==> config.mk <==
export PLATFORM = sky130hd
export DESIGN_NAME = riscv_core_mc_flat
export DESIGN_NICKNAME = d
export VERILOG_FILES = /design/src/rtl/riscv_core_mc_if.sv /design/src/rtl/riscv_core_mc.sv /design/src/flat_wrapper.sv
export SDC_FILE = /design/constraint.sdc
export NUM_CORES = 2
export LEC_CHECK = 0
export CAP_MARGIN = 20
export CORE_UTILIZATION = 55
export DETAILED_ROUTE_END_ITERATION = 6
export GPL_TIMING_DRIVEN = 1
export PLACE_DENSITY = 0.77
export SYNTH_ARGS = -nofsm -noshare
export SYNTH_HDL_FRONTEND = slang
export SYNTH_SLANG_ARGS = --single-unit
export TNS_END_PERCENT = 50
==> constraint.sdc <==
create_clock -name clk_i -period 9.6 [get_ports clk_i]
set_input_delay 1.92 -clock clk_i [delete_from_list [all_inputs] [get_ports clk_i]]
set_output_delay 1.92 -clock clk_i [all_outputs]
set_load 0.01 [all_outputs]
==> src/rtl/riscv_core_mc_if.sv <==
`default_nettype none
// ============================================================================
// Module  : riscv_core_mc_if
// Brief   : Instruction and data memory req/rvalid bus of the multi-cycle core
// Revision: 1.0
// ============================================================================
interface riscv_core_mc_if;
    logic        imem_req_o;
    logic [31:0] imem_addr_o;
    logic        imem_rvalid_i;
    logic [31:0] imem_rdata_i;
    logic        dmem_req_o;
    logic        dmem_we_o;
    logic [3:0]  dmem_be_o;
    logic [31:0] dmem_addr_o;
    logic [31:0] dmem_wdata_o;
    logic        dmem_rvalid_i;
    logic [31:0] dmem_rdata_i;

    modport master (
        output imem_req_o, imem_addr_o,
        input  imem_rvalid_i, imem_rdata_i,
        output dmem_req_o, dmem_we_o, dmem_be_o, dmem_addr_o, dmem_wdata_o,
        input  dmem_rvalid_i, dmem_rdata_i
    );

    modport slave (
        input  imem_req_o, imem_addr_o,
        output imem_rvalid_i, imem_rdata_i,
        input  dmem_req_o, dmem_we_o, dmem_be_o, dmem_addr_o, dmem_wdata_o,
        output dmem_rvalid_i, dmem_rdata_i
    );
endinterface
`default_nettype wire

==> src/rtl/riscv_core_mc.sv <==
`default_nettype none
// ============================================================================
// Module  : riscv_core_mc
// Brief   : Multi-cycle RV32I/RV32E core with variable-latency memory ports
// Revision: 1.0
// ============================================================================
module riscv_core_mc #(
    parameter logic [31:0] RESET_PC = 32'h0000_0000,
    parameter bit          RV32E    = 1'b0
) (
    input  wire logic        clk_i,
    input  wire logic        rst_ni,
    riscv_core_mc_if.master  bus,
    output logic             instr_ret_o,
    output logic             halt_o,
    output logic             trap_o,
    output logic [31:0]      trap_pc_o
);
    localparam int NREG = RV32E ? 16 : 32;
    localparam int AW   = RV32E ? 4 : 5;

    localparam logic [6:0] OPC_LUI    = 7'b0110111;
    localparam logic [6:0] OPC_AUIPC  = 7'b0010111;
    localparam logic [6:0] OPC_JAL    = 7'b1101111;
    localparam logic [6:0] OPC_JALR   = 7'b1100111;
    localparam logic [6:0] OPC_BRANCH = 7'b1100011;
    localparam logic [6:0] OPC_LOAD   = 7'b0000011;
    localparam logic [6:0] OPC_STORE  = 7'b0100011;
    localparam logic [6:0] OPC_OPIMM  = 7'b0010011;
    localparam logic [6:0] OPC_OP     = 7'b0110011;
    localparam logic [6:0] OPC_FENCE  = 7'b0001111;
    localparam logic [6:0] OPC_SYSTEM = 7'b1110011;

    typedef enum logic [1:0] {
        S_FETCH = 2'd0,
        S_EXEC  = 2'd1,
        S_MEM   = 2'd2,
        S_HALT  = 2'd3
    } state_e;

    state_e      state_q, state_d;
    logic [31:0] pc_q, pc_d, instr_q, instr_d, trap_pc_q, trap_pc_d;
    logic        halt_q, halt_d, trap_q, trap_d;
    logic [31:0] rf_q [NREG];

    logic        rf_we;
    logic [31:0] rf_wdata;

    logic [6:0]  opcode, funct7;
    logic [4:0]  rd, rs1, rs2;
    logic [2:0]  funct3;
    logic [31:0] imm_i, imm_s, imm_b, imm_u, imm_j;
    logic [31:0] rs1_v, rs2_v, mem_addr, target, wb_val, load_val, lshift;
    logic        illegal, misalign, take, wb_en, is_mem, is_store, is_sys_halt;
    logic        use_rd, use_rs1, use_rs2, reg_bad, alt;
    logic [3:0]  be_base;

    function automatic logic [31:0] alu(input logic [2:0] f3, input logic sub_sra,
                                        input logic [31:0] a, input logic [31:0] b);
        case (f3)
            3'd0:    return sub_sra ? a - b : a + b;
            3'd1:    return a << b[4:0];
            3'd2:    return {31'b0, $signed(a) < $signed(b)};
            3'd3:    return {31'b0, a < b};
            3'd4:    return a ^ b;
            3'd5:    return sub_sra ? $unsigned($signed(a) >>> b[4:0]) : a >> b[4:0];
            3'd6:    return a | b;
            default: return a & b;
        endcase
    endfunction

    assign opcode = instr_q[6:0];
    assign rd     = instr_q[11:7];
    assign funct3 = instr_q[14:12];
    assign rs1    = instr_q[19:15];
    assign rs2    = instr_q[24:20];
    assign funct7 = instr_q[31:25];
    assign imm_i  = {{20{instr_q[31]}}, instr_q[31:20]};
    assign imm_s  = {{20{instr_q[31]}}, instr_q[31:25], instr_q[11:7]};
    assign imm_b  = {{19{instr_q[31]}}, instr_q[31], instr_q[7], instr_q[30:25], instr_q[11:8], 1'b0};
    assign imm_u  = {instr_q[31:12], 12'b0};
    assign imm_j  = {{11{instr_q[31]}}, instr_q[31], instr_q[19:12], instr_q[20], instr_q[30:21], 1'b0};

    // Out-of-range indices only occur on RV32E and trap before any use of the value.
    assign rs1_v = (rs1 == 5'd0 || (RV32E && rs1[4])) ? 32'b0 : rf_q[rs1[AW-1:0]];
    assign rs2_v = (rs2 == 5'd0 || (RV32E && rs2[4])) ? 32'b0 : rf_q[rs2[AW-1:0]];

    assign is_store = (opcode == OPC_STORE);
    assign mem_addr = rs1_v + (is_store ? imm_s : imm_i);
    assign lshift   = bus.dmem_rdata_i >> {mem_addr[1:0], 3'b000};

    always_comb begin
        illegal     = 1'b0;
        misalign    = 1'b0;
        take        = 1'b0;
        target      = pc_q + 32'd4;
        wb_en       = 1'b0;
        wb_val      = 32'b0;
        is_mem      = 1'b0;
        is_sys_halt = 1'b0;
        use_rd      = 1'b0;
        use_rs1     = 1'b0;
        use_rs2     = 1'b0;
        alt         = 1'b0;
        case (opcode)
            OPC_LUI: begin
                use_rd = 1'b1; wb_en = 1'b1; wb_val = imm_u;
            end
            OPC_AUIPC: begin
                use_rd = 1'b1; wb_en = 1'b1; wb_val = pc_q + imm_u;
            end
            OPC_JAL: begin
                use_rd = 1'b1; wb_en = 1'b1; wb_val = pc_q + 32'd4;
                take = 1'b1; target = pc_q + imm_j;
            end
            OPC_JALR: begin
                use_rd = 1'b1; use_rs1 = 1'b1; wb_en = 1'b1; wb_val = pc_q + 32'd4;
                take = 1'b1; target = (rs1_v + imm_i) & ~32'd1;
                illegal = (funct3 != 3'd0);
            end
            OPC_BRANCH: begin
                use_rs1 = 1'b1; use_rs2 = 1'b1; target = pc_q + imm_b;
                case (funct3)
                    3'd0:    take = (rs1_v == rs2_v);
                    3'd1:    take = (rs1_v != rs2_v);
                    3'd4:    take = ($signed(rs1_v) <  $signed(rs2_v));
                    3'd5:    take = ($signed(rs1_v) >= $signed(rs2_v));
                    3'd6:    take = (rs1_v <  rs2_v);
                    3'd7:    take = (rs1_v >= rs2_v);
                    default: illegal = 1'b1;
                endcase
            end
            OPC_LOAD: begin
                use_rd = 1'b1; use_rs1 = 1'b1; is_mem = 1'b1;
                illegal  = (funct3 == 3'd3) || (funct3 == 3'd6) || (funct3 == 3'd7);
                misalign = (funct3[1:0] == 2'd1 && mem_addr[0]) ||
                           (funct3 == 3'd2 && mem_addr[1:0] != 2'd0);
            end
            OPC_STORE: begin
                use_rs1 = 1'b1; use_rs2 = 1'b1; is_mem = 1'b1;
                illegal  = (funct3 > 3'd2);
                misalign = (funct3 == 3'd1 && mem_addr[0]) ||
                           (funct3 == 3'd2 && mem_addr[1:0] != 2'd0);
            end
            OPC_OPIMM: begin
                use_rd = 1'b1; use_rs1 = 1'b1; wb_en = 1'b1;
                alt     = (funct3 == 3'd5) && funct7[5];
                illegal = (funct3 == 3'd1 && funct7 != 7'd0) ||
                          (funct3 == 3'd5 && funct7 != 7'd0 && funct7 != 7'h20);
                wb_val  = alu(funct3, alt, rs1_v, imm_i);
            end
            OPC_OP: begin
                use_rd = 1'b1; use_rs1 = 1'b1; use_rs2 = 1'b1; wb_en = 1'b1;
                alt     = funct7[5];
                illegal = !(funct7 == 7'd0 ||
                            (funct7 == 7'h20 && (funct3 == 3'd0 || funct3 == 3'd5)));
                wb_val  = alu(funct3, alt, rs1_v, rs2_v);
            end
            OPC_FENCE: illegal = (funct3 != 3'd0);
            OPC_SYSTEM: begin
                // Only ECALL (imm=0) and EBREAK (imm=1) with all other fields zero.
                if (instr_q[31:21] == 11'd0 && instr_q[19:7] == 13'd0) is_sys_halt = 1'b1;
                else                                                 illegal     = 1'b1;
            end
            default: illegal = 1'b1;
        endcase
        if (take && target[1:0] != 2'd0) misalign = 1'b1;
    end

    assign reg_bad = RV32E && ((use_rd && rd[4]) || (use_rs1 && rs1[4]) || (use_rs2 && rs2[4]));

    always_comb begin
        case (funct3)
            3'd0:    load_val = {{24{lshift[7]}}, lshift[7:0]};
            3'd1:    load_val = {{16{lshift[15]}}, lshift[15:0]};
            3'd4:    load_val = {24'b0, lshift[7:0]};
            3'd5:    load_val = {16'b0, lshift[15:0]};
            default: load_val = bus.dmem_rdata_i;
        endcase
        case (funct3)
            3'd0:    be_base = 4'b0001;
            3'd1:    be_base = 4'b0011;
            default: be_base = 4'b1111;
        endcase
    end

    always_comb begin
        state_d     = state_q;
        pc_d        = pc_q;
        instr_d     = instr_q;
        halt_d      = halt_q;
        trap_d      = trap_q;
        trap_pc_d   = trap_pc_q;
        rf_we       = 1'b0;
        rf_wdata    = wb_val;
        instr_ret_o = 1'b0;
        case (state_q)
            S_FETCH: begin
                if (bus.imem_rvalid_i) begin
                    instr_d = bus.imem_rdata_i;
                    state_d = S_EXEC;
                end
            end
            S_EXEC: begin
                if (illegal || misalign || reg_bad) begin
                    trap_d    = 1'b1;
                    trap_pc_d = pc_q;
                    state_d   = S_HALT;
                end else if (is_sys_halt) begin
                    halt_d  = 1'b1;
                    state_d = S_HALT;
                end else if (is_mem) begin
                    state_d = S_MEM;
                end else begin
                    rf_we       = wb_en && (rd != 5'd0);
                    pc_d        = take ? target : pc_q + 32'd4;
                    instr_ret_o = 1'b1;
                    state_d     = S_FETCH;
                end
            end
            S_MEM: begin
                if (bus.dmem_rvalid_i) begin
                    rf_we       = !is_store && (rd != 5'd0);
                    rf_wdata    = load_val;
                    pc_d        = pc_q + 32'd4;
                    instr_ret_o = 1'b1;
                    state_d     = S_FETCH;
                end
            end
            default: ;
        endcase
    end

    always_ff @(posedge clk_i or negedge rst_ni) begin
        if (!rst_ni) begin
            state_q   <= S_FETCH;
            pc_q      <= RESET_PC;
            instr_q   <= 32'b0;
            halt_q    <= 1'b0;
            trap_q    <= 1'b0;
            trap_pc_q <= 32'b0;
            for (int i = 0; i < NREG; i++) rf_q[i] <= 32'b0;
        end else begin
            state_q   <= state_d;
            pc_q      <= pc_d;
            instr_q   <= instr_d;
            halt_q    <= halt_d;
            trap_q    <= trap_d;
            trap_pc_q <= trap_pc_d;
            if (rf_we) rf_q[rd[AW-1:0]] <= rf_wdata;
        end
    end

    // The FETCH reset state must not show a request while reset is still held.
    assign bus.imem_req_o   = rst_ni && (state_q == S_FETCH);
    assign bus.imem_addr_o  = pc_q;
    assign bus.dmem_req_o   = (state_q == S_MEM);
    assign bus.dmem_we_o    = (state_q == S_MEM) && is_store;
    assign bus.dmem_be_o    = ((state_q == S_MEM) && is_store) ? (be_base << mem_addr[1:0]) : 4'b0;
    assign bus.dmem_addr_o  = (state_q == S_MEM) ? {mem_addr[31:2], 2'b00} : 32'b0;
    assign bus.dmem_wdata_o = !((state_q == S_MEM) && is_store) ? 32'b0 :
                              (funct3 == 3'd0) ? {4{rs2_v[7:0]}} :
                              (funct3 == 3'd1) ? {2{rs2_v[15:0]}} : rs2_v;

    assign halt_o    = halt_q;
    assign trap_o    = trap_q;
    assign trap_pc_o = trap_pc_q;
endmodule
`default_nettype wire

==> src/flat_wrapper.sv <==
// flat-port wrapper written by rule: the top's interface ports become plain ports
module riscv_core_mc_flat 
#(
    parameter logic [31:0] RESET_PC = 32'h0000_0000,
    parameter bit          RV32E    = 1'b0
)
  (clk_i, rst_ni, instr_ret_o, halt_o, trap_o, trap_pc_o, bus_imem_req_o, bus_imem_addr_o, bus_imem_rvalid_i, bus_imem_rdata_i, bus_dmem_req_o, bus_dmem_we_o, bus_dmem_be_o, bus_dmem_addr_o, bus_dmem_wdata_o, bus_dmem_rvalid_i, bus_dmem_rdata_i);
  riscv_core_mc_if bus_i ();
  input  wire logic clk_i;
  input  wire logic rst_ni;
  output logic instr_ret_o;
  output logic halt_o;
  output logic trap_o;
  output logic [31:0] trap_pc_o;
  output wire logic [$bits(bus_i.imem_req_o)-1:0] bus_imem_req_o;
  output wire logic [$bits(bus_i.imem_addr_o)-1:0] bus_imem_addr_o;
  input wire logic [$bits(bus_i.imem_rvalid_i)-1:0] bus_imem_rvalid_i;
  input wire logic [$bits(bus_i.imem_rdata_i)-1:0] bus_imem_rdata_i;
  output wire logic [$bits(bus_i.dmem_req_o)-1:0] bus_dmem_req_o;
  output wire logic [$bits(bus_i.dmem_we_o)-1:0] bus_dmem_we_o;
  output wire logic [$bits(bus_i.dmem_be_o)-1:0] bus_dmem_be_o;
  output wire logic [$bits(bus_i.dmem_addr_o)-1:0] bus_dmem_addr_o;
  output wire logic [$bits(bus_i.dmem_wdata_o)-1:0] bus_dmem_wdata_o;
  input wire logic [$bits(bus_i.dmem_rvalid_i)-1:0] bus_dmem_rvalid_i;
  input wire logic [$bits(bus_i.dmem_rdata_i)-1:0] bus_dmem_rdata_i;
  assign bus_imem_req_o = bus_i.imem_req_o;
  assign bus_imem_addr_o = bus_i.imem_addr_o;
  assign bus_i.imem_rvalid_i = bus_imem_rvalid_i;
  assign bus_i.imem_rdata_i = bus_imem_rdata_i;
  assign bus_dmem_req_o = bus_i.dmem_req_o;
  assign bus_dmem_we_o = bus_i.dmem_we_o;
  assign bus_dmem_be_o = bus_i.dmem_be_o;
  assign bus_dmem_addr_o = bus_i.dmem_addr_o;
  assign bus_dmem_wdata_o = bus_i.dmem_wdata_o;
  assign bus_i.dmem_rvalid_i = bus_dmem_rvalid_i;
  assign bus_i.dmem_rdata_i = bus_dmem_rdata_i;
  riscv_core_mc #(.RESET_PC(RESET_PC), .RV32E(RV32E)) u_core (.clk_i(clk_i), .rst_ni(rst_ni), .bus(bus_i), .instr_ret_o(instr_ret_o), .halt_o(halt_o), .trap_o(trap_o), .trap_pc_o(trap_pc_o));
endmodule
* Word-level counts from Yosys, hierarchy flattened
Cells that the tools add are included.
** Cells by class
- Bitwise gates (word level) :: 10
- $mul :: 0
- Reductions and logical operators :: 50
- $add $sub $neg :: 9
- Muxes and demuxes :: 62
- Shift operators :: 8
- $lt $le $gt $ge :: 11
- Div/mod/pow operators :: 0
- Equality and inequality tests :: 30
** Operator list (count)
- 1024-bit bitwise mux :: 1
- 32-bit 2-to-1 mux :: 22
- 32-bit case mux with 7 select lines :: 2
- 32-bit binary-select mux with 5-bit select :: 2
- 32-bit adder :: 6
- 32-bit demux with 5-bit select :: 1
- 32-bit case mux with 5 select lines :: 1
- 32-bit case mux with 4 select lines :: 1
- 32-bit less-than comparator :: 3
- 32-bit case mux with 3 select lines :: 1
- 32-bit AND :: 2
- 32-bit >= comparator :: 2
- 32-bit bitwise OR :: 2
- 32-bit case mux with 2 select lines :: 1
- 32-bit by 5-bit << shifter with 32-bit output :: 2
- 32-bit by 5-bit right shift with 32-bit output :: 2
- 32-bit by 5-bit >>> shifter with 32-bit output :: 2
- 32-bit subtractor :: 2
- 32-bit bitwise XOR :: 2
- 32-bit by 3-bit adder with 32-bit output, second input constant :: 1
- 32-bit equality test :: 1
- 32-bit by 12-bit less-than comparator with 1-bit output :: 1
- 32-bit inequality test :: 1
- 32-bit by 5-bit right shift with 16-bit output :: 1
- other kinds (47) :: 118
** Word-level totals
- Latch bits :: 0
- Memory bits (writable) :: 0
- ROM bits :: 0
- Register bits :: 1124
- Output and inout bits :: 138
- Word-level logic and storage cells :: 218
- Memories :: 0
- Input bits :: 68

* Longest topological paths before layout
- Word-level depth :: 14
- Gate-level depth with buffers :: 34
- Gate-level depth less buffers :: 21

* Worst setup path before layout
Ideal clock, no wire load.
- Kind :: flip-flop to output port
- Start :: reg u_core.instr_q[20]
- End :: out instr_ret_o
- Buffers on the path :: 12
- Arrival :: 6.295 ns
- Cell stages (with the launch flop) :: 28
- Slack :: 1.385 ns
- Required time :: 7.680 ns
- Cell sequence :: dfrtp_1 > buf_6 > buf_6 > buf_6 > buf_4 > buf_6 > buf_4 > buf_4 > buf_4 > buf_4 > buf_4 > buf_2 > mux4_2 > mux4_2 > nand2_1 > a21oi_1 > inv_1 > ha_1 > clkbuf_1 > inv_1 > nor4_1 > and3_1 > a2111oi_0 > a21oi_1 > o21ai_0 > o41ai_1 > a311o_1 > a21boi_0
** On the way
- Longest elaborated chain between the ends :: 13
- Elaborated cells on any way between the ends :: 31
- Classes of those cells :: add/sub: 2; order compare: 4; eq/ne: 2; mux: 12; bitwise: 1; reduce/logical: 10
** RTL lines
- from (decl) :: line riscv_core_mc.sv:42 : logic [31:0] pc_q, pc_d, instr_q, instr_d, trap_pc_q, trap_pc_d;
- from (signal assigned) :: line riscv_core_mc.sv:246 : instr_q <= instr_d;
- 5-bit NOT with 6-bit output (implied by the code) :: line riscv_core_mc.sv:86 : assign rs2_v = (rs2 == 5'd0 || (RV32E && rs2[4])) ? 32'b0 : rf_q[rs2[AW-1:0]];
- 32-bit binary-select mux with 5-bit select :: line riscv_core_mc.sv:86
- 32-bit 2-to-1 mux (implied by the code) (2 in series) :: line riscv_core_mc.sv:86
- 32-bit 2-to-1 mux :: line riscv_core_mc.sv:86
- 32-bit >= comparator (tied with other cells) :: line riscv_core_mc.sv:129 : 3'd7: take = (rs1_v >= rs2_v);
- 1-bit case mux with 6 select lines :: line riscv_core_mc.sv:123 : case (funct3)
- 1-bit case mux with 2 select lines :: line riscv_core_mc.sv:105 : case (opcode)
- 1-bit logical AND :: line riscv_core_mc.sv:167 : if (take && target[1:0] != 2'd0) misalign = 1'b1;
- 1-bit 2-to-1 mux * :: line riscv_core_mc.sv:167
- 1-bit logical OR * :: line riscv_core_mc.sv:205 : if (illegal || misalign || reg_bad) begin
- 1-bit 2-to-1 mux * :: line riscv_core_mc.sv:205
- 1-bit case mux with 2 select lines * :: line riscv_core_mc.sv:197 : case (state_q)
- to (decl) :: line flat_wrapper.sv:11 : output logic instr_ret_o;
Every way passes the cells marked *; elsewhere a longest branch is shown, timed or not. The select of a mux whose other input is x is not followed.

* Final worst setup path
- Start :: reg u_core.instr_q[15]
- End :: out instr_ret_o
** On the way
- Longest elaborated chain between the ends :: 14
- Elaborated cells on any way between the ends :: 37
- Classes of those cells :: add/sub: 2; order compare: 4; eq/ne: 2; mux: 16; bitwise: 1; reduce/logical: 12
** RTL lines
- 5-bit NOT with 6-bit output (implied by the code) :: line riscv_core_mc.sv:85 : assign rs1_v = (rs1 == 5'd0 || (RV32E && rs1[4])) ? 32'b0 : rf_q[rs1[AW-1:0]];
- 32-bit binary-select mux with 5-bit select :: line riscv_core_mc.sv:85
- 32-bit 2-to-1 mux (implied by the code) (2 in series) :: line riscv_core_mc.sv:85
- 32-bit 2-to-1 mux :: line riscv_core_mc.sv:85
- 32-bit adder :: line riscv_core_mc.sv:89 : assign mem_addr = rs1_v + (is_store ? imm_s : imm_i);
- 2-bit nonzero test :: line riscv_core_mc.sv:137, riscv_core_mc.sv:143
- 1-bit logical AND :: line riscv_core_mc.sv:137, riscv_core_mc.sv:143
- 1-bit logical OR (on tied branches) :: line riscv_core_mc.sv:142, riscv_core_mc.sv:136
- 1-bit case mux with 2 select lines :: line riscv_core_mc.sv:105
- 1-bit 2-to-1 mux :: line riscv_core_mc.sv:167
- 1-bit logical OR :: line riscv_core_mc.sv:205
- 1-bit 2-to-1 mux * :: line riscv_core_mc.sv:205
- 1-bit case mux with 2 select lines * :: line riscv_core_mc.sv:197
Marked as above.

==> out/metrics.yaml <==
post_dp_cell_area_um2: 86000
yosys.area.top_type: "dfrtp_1"
syn_inst: 8806
seq_area_frac_synth_pct: 34.4
grt_pass1_vias: 79773
ir_drop_uv: 248
power.density_nw_per_um2: 379
worst_pin_slew_ps: 1660
nNetsFinal: 9029
firstDrtPassIters: 7
synth_seq_cells: 1124
hp-class: "register to register"
leakagePower_nw: 38.0
layout-drive-gt1-share_pct: 17.5
cts_inserted_buffers: 112
synth_flop_cell: "dfrtp_1"
p_int_w: 0.0152
wirelength_um: 425000
rrSetupSlack_ps: 690
fin_crit_ps: 9600
postSynth.asyncResetShare_pct: 100
yosysWarnings: 0
ant_nets: 0
synth_edf_count: 0
crit_arrival_ps: 7680
synth_cell_types: 115
required_ps: 7680
grt_pass1_wl_um: 595000
sequentialPowerShare_pct: 18.1
p_switching_w: 0.0191
drt-vias-per-instance: 7.75
cpPeakStageDelay_ps: 920
synth_area_leaders: "dfrtp_1 34%, mux4_2 13%, o21ai_0 5.6%"
clock_latency_ps: 780
dp_slack_ps: 585
outcome: "finished, violations left"
dp_hpwl_um: 294000
fin_ws_ps: -1.82
power_frac_clock_pct: 13.9
finalSetupViolCount: 1
fmax_mhz: 104
drv_cap: 0
finalMaxSlewViolations: 2
hold_buffers: 0
whs_ps: 400
timing.rr.end: "u_core.rf_q[445]"
path_max_fanout: 30
violations: "design-rule violations, max-slew violations, negative setup slack"
worstHoldStart: "u_core.rf_q[993]"
avgRoutedWirePerCell_um: 39.6
r2r-start: "u_core.instr_q[17]"
antenna_found_initial: 35
clockBufferDepth: 3
fill_cells: 11763
p_comb_share_pct: 68.0
portBuffers: 203
cts_tree: "built"
cp-end-kind: "output port"
grt_usage_pct: 55.2
die-area_um2: 150000
cp_cell_sequence: "buf_12, buf_4, buf_12, nor3b_1, a222oi_1, o2111ai_1, nand2_1, nor2_2, ha_1, a21o_1, a31oi_1, a21boi_0, o21ai_0, o21ai_0, o311ai_1, buf_4, buf_4, a311o_1, a21boi_0, clkdlybuf4s50_1"
area_growth_pct: 10.6
drcViolationCount: 35
final_area_um2: 90600
crit_path_start_kind: "register"
critPathKind: "register to output port"
syn-cell-area_um2: 81900
min_to: "u_core.rf_q[993]"
min_period_over_period_pct: 100
skew_ps: 78.0
die_h_um: 388
die_w_um: 388
finalHoldViolCount: 0
grt_max_degree: 183
ioPinCount: 206
grt-ovfl-total: 0
cpMostUsedCell: "buf_4"
cts.sinks: 1124
holdPathStages: 0
reg2reg_depth: 19
swShare_pct: 55.6
start_util_pct: 55.5
root_buffer: "clkbuf_16"
gp_congestion: 1.16
via_count: 83170
ctsHtreeMaxLevel: 3
slowest_stage: "nor3b_1"
slew_headroom_pct: -10.7
path_clk_slew_ps: 70
synth_top_area_share_pct: 34.4
drt_iter0_drc: 14802
rows: 141
core_region_area_um2: 148000
avgSynthCellArea_um2: 9.30
## metal layers
layer / track usage, % / wire, µm
met1: 68.4 / 144000
met2: 76.5 / 170000
met3: 20.7 / 64100
met4: 45.6 / 46800
met5: 0 / 254
## worst max path at each step
stage | from | endpoint | depth (start not counted)
4_1_cts | u_core.instr_q[22] | instr_ret_o | 19
6_report | u_core.instr_q[15] | instr_ret_o | 20
2_1_floorplan | u_core.instr_q[20] | instr_ret_o | 27
5_1_grt | u_core.instr_q[15] | instr_ret_o | 20
3_5_place_dp | u_core.instr_q[18] | instr_ret_o | 21
3_3_place_gp | u_core.instr_q[22] | instr_ret_o | 17
## cell usage in the layout (no fill, tap or decap), drive strengths merged, types with 217 or more instances in the layout
master / count
dfrtp: 1124
buf: 397
mux4: 483
inv: 217
mux2: 242
mux2i: 360
a21oi: 716
ha: 258
nand2: 1121
nor2: 718
o21ai: 1002
## synthesized netlist by cell type, types with 40 or more instances
cell type	number
a22o_1	42
buf_1	56
mux4_2	483
a21oi_1	715
a21o_1	66
nor2_1	707
nor3_1	120
nand4_1	58
and2_1	57
a22oi_1	76
o21ai_1	84
a221oi_1	55
buf_2	157
o211ai_1	51
o221ai_1	55
clkbuf_1	511
nand3_1	122
buf_4	48
o22ai_1	92
a31oi_1	51
o21ai_0	918
dfrtp_1	1124
a211oi_1	40
ha_1	258
mux2_2	226
xnor2_1	102
inv_1	197
nand2_1	1116
mux2i_1	358
## power groups by stage
| stage | combinational (W) | clock [W] | sequential (W) |
|---|---|---|---|
| 2_1_floorplan | 0.0130 | 0 | 0.00585 |
| 3_3_place_gp | 0.0214 | 0 | 0.00620 |
| 3_5_place_dp | 0.0214 | 0 | 0.00626 |
| 4_1_cts | 0.0216 | 0.00472 | 0.00618 |
| 5_1_grt | 0.0235 | 0.00489 | 0.00624 |
| 6_report | 0.0233 | 0.00476 | 0.00622 |
## worst max-delay path, delay by kind of cell (launching register included)
kind / cells / cell delay [ps]
buf+inv: 6 / 1540
simple gates: 3 / 1870
fa+ha+maj: 1 / 520
compound gates: 10 / 2450
flops: 1 / 490
## metrics by stage
step                      power (W)  TNS [ps]  instances  utilization, %
after CTS                    0.0325         0      10690            61.0
after global routing         0.0346      -128      10724            61.3
final                        0.0343     -1.82      10731            61.3
after global placement       0.0276     -95.7      10470            58.2
after floorplan              0.0189         0       8807               -
after detailed placement     0.0277         0      10475            58.3
## area by class of cell
cell class	instances	area, µm²	area share, %
multi-input combinational	6634	49500	54.7
sequential	1124	28200	31.1
timing repair buffer	604	5620	6.21
clock buffer	156	3220	3.55
tap	1930	2410	2.67
inverter	220	835	0.922
clock inverter	51	733	0.810
antenna	12	30.0	0.0332
## sequential cells by signal, summed over array words and instances, names as in the netlist
signal / count
u_core.rf_q: 1024
u_core.state_q: 2
u_core.trap_o: 1
u_core.halt_o: 1
u_core.trap_pc_o: 32
u_core.bus.imem_addr_o: 32
u_core.instr_q: 32
## logic make-up after synthesis
kind of cell               synth area share [%]
adders and majority gates                  4.13
xor gates and xnor gates                   1.43
DFF                                        34.4
AOI/OAI and AO/OA                          19.9
and+or+nand+nor                            13.3
buffers and inverters                      5.78
muxes                                      21.1
other                                   0.00458
## timing repair
action,in CTS,in global routing
resized for setup,5,21
pin swaps,1,2
endpoints found under the setup margin,1,2
buffers inserted,7,14
cloned,1,3
(Power assumes the default switching activity.)
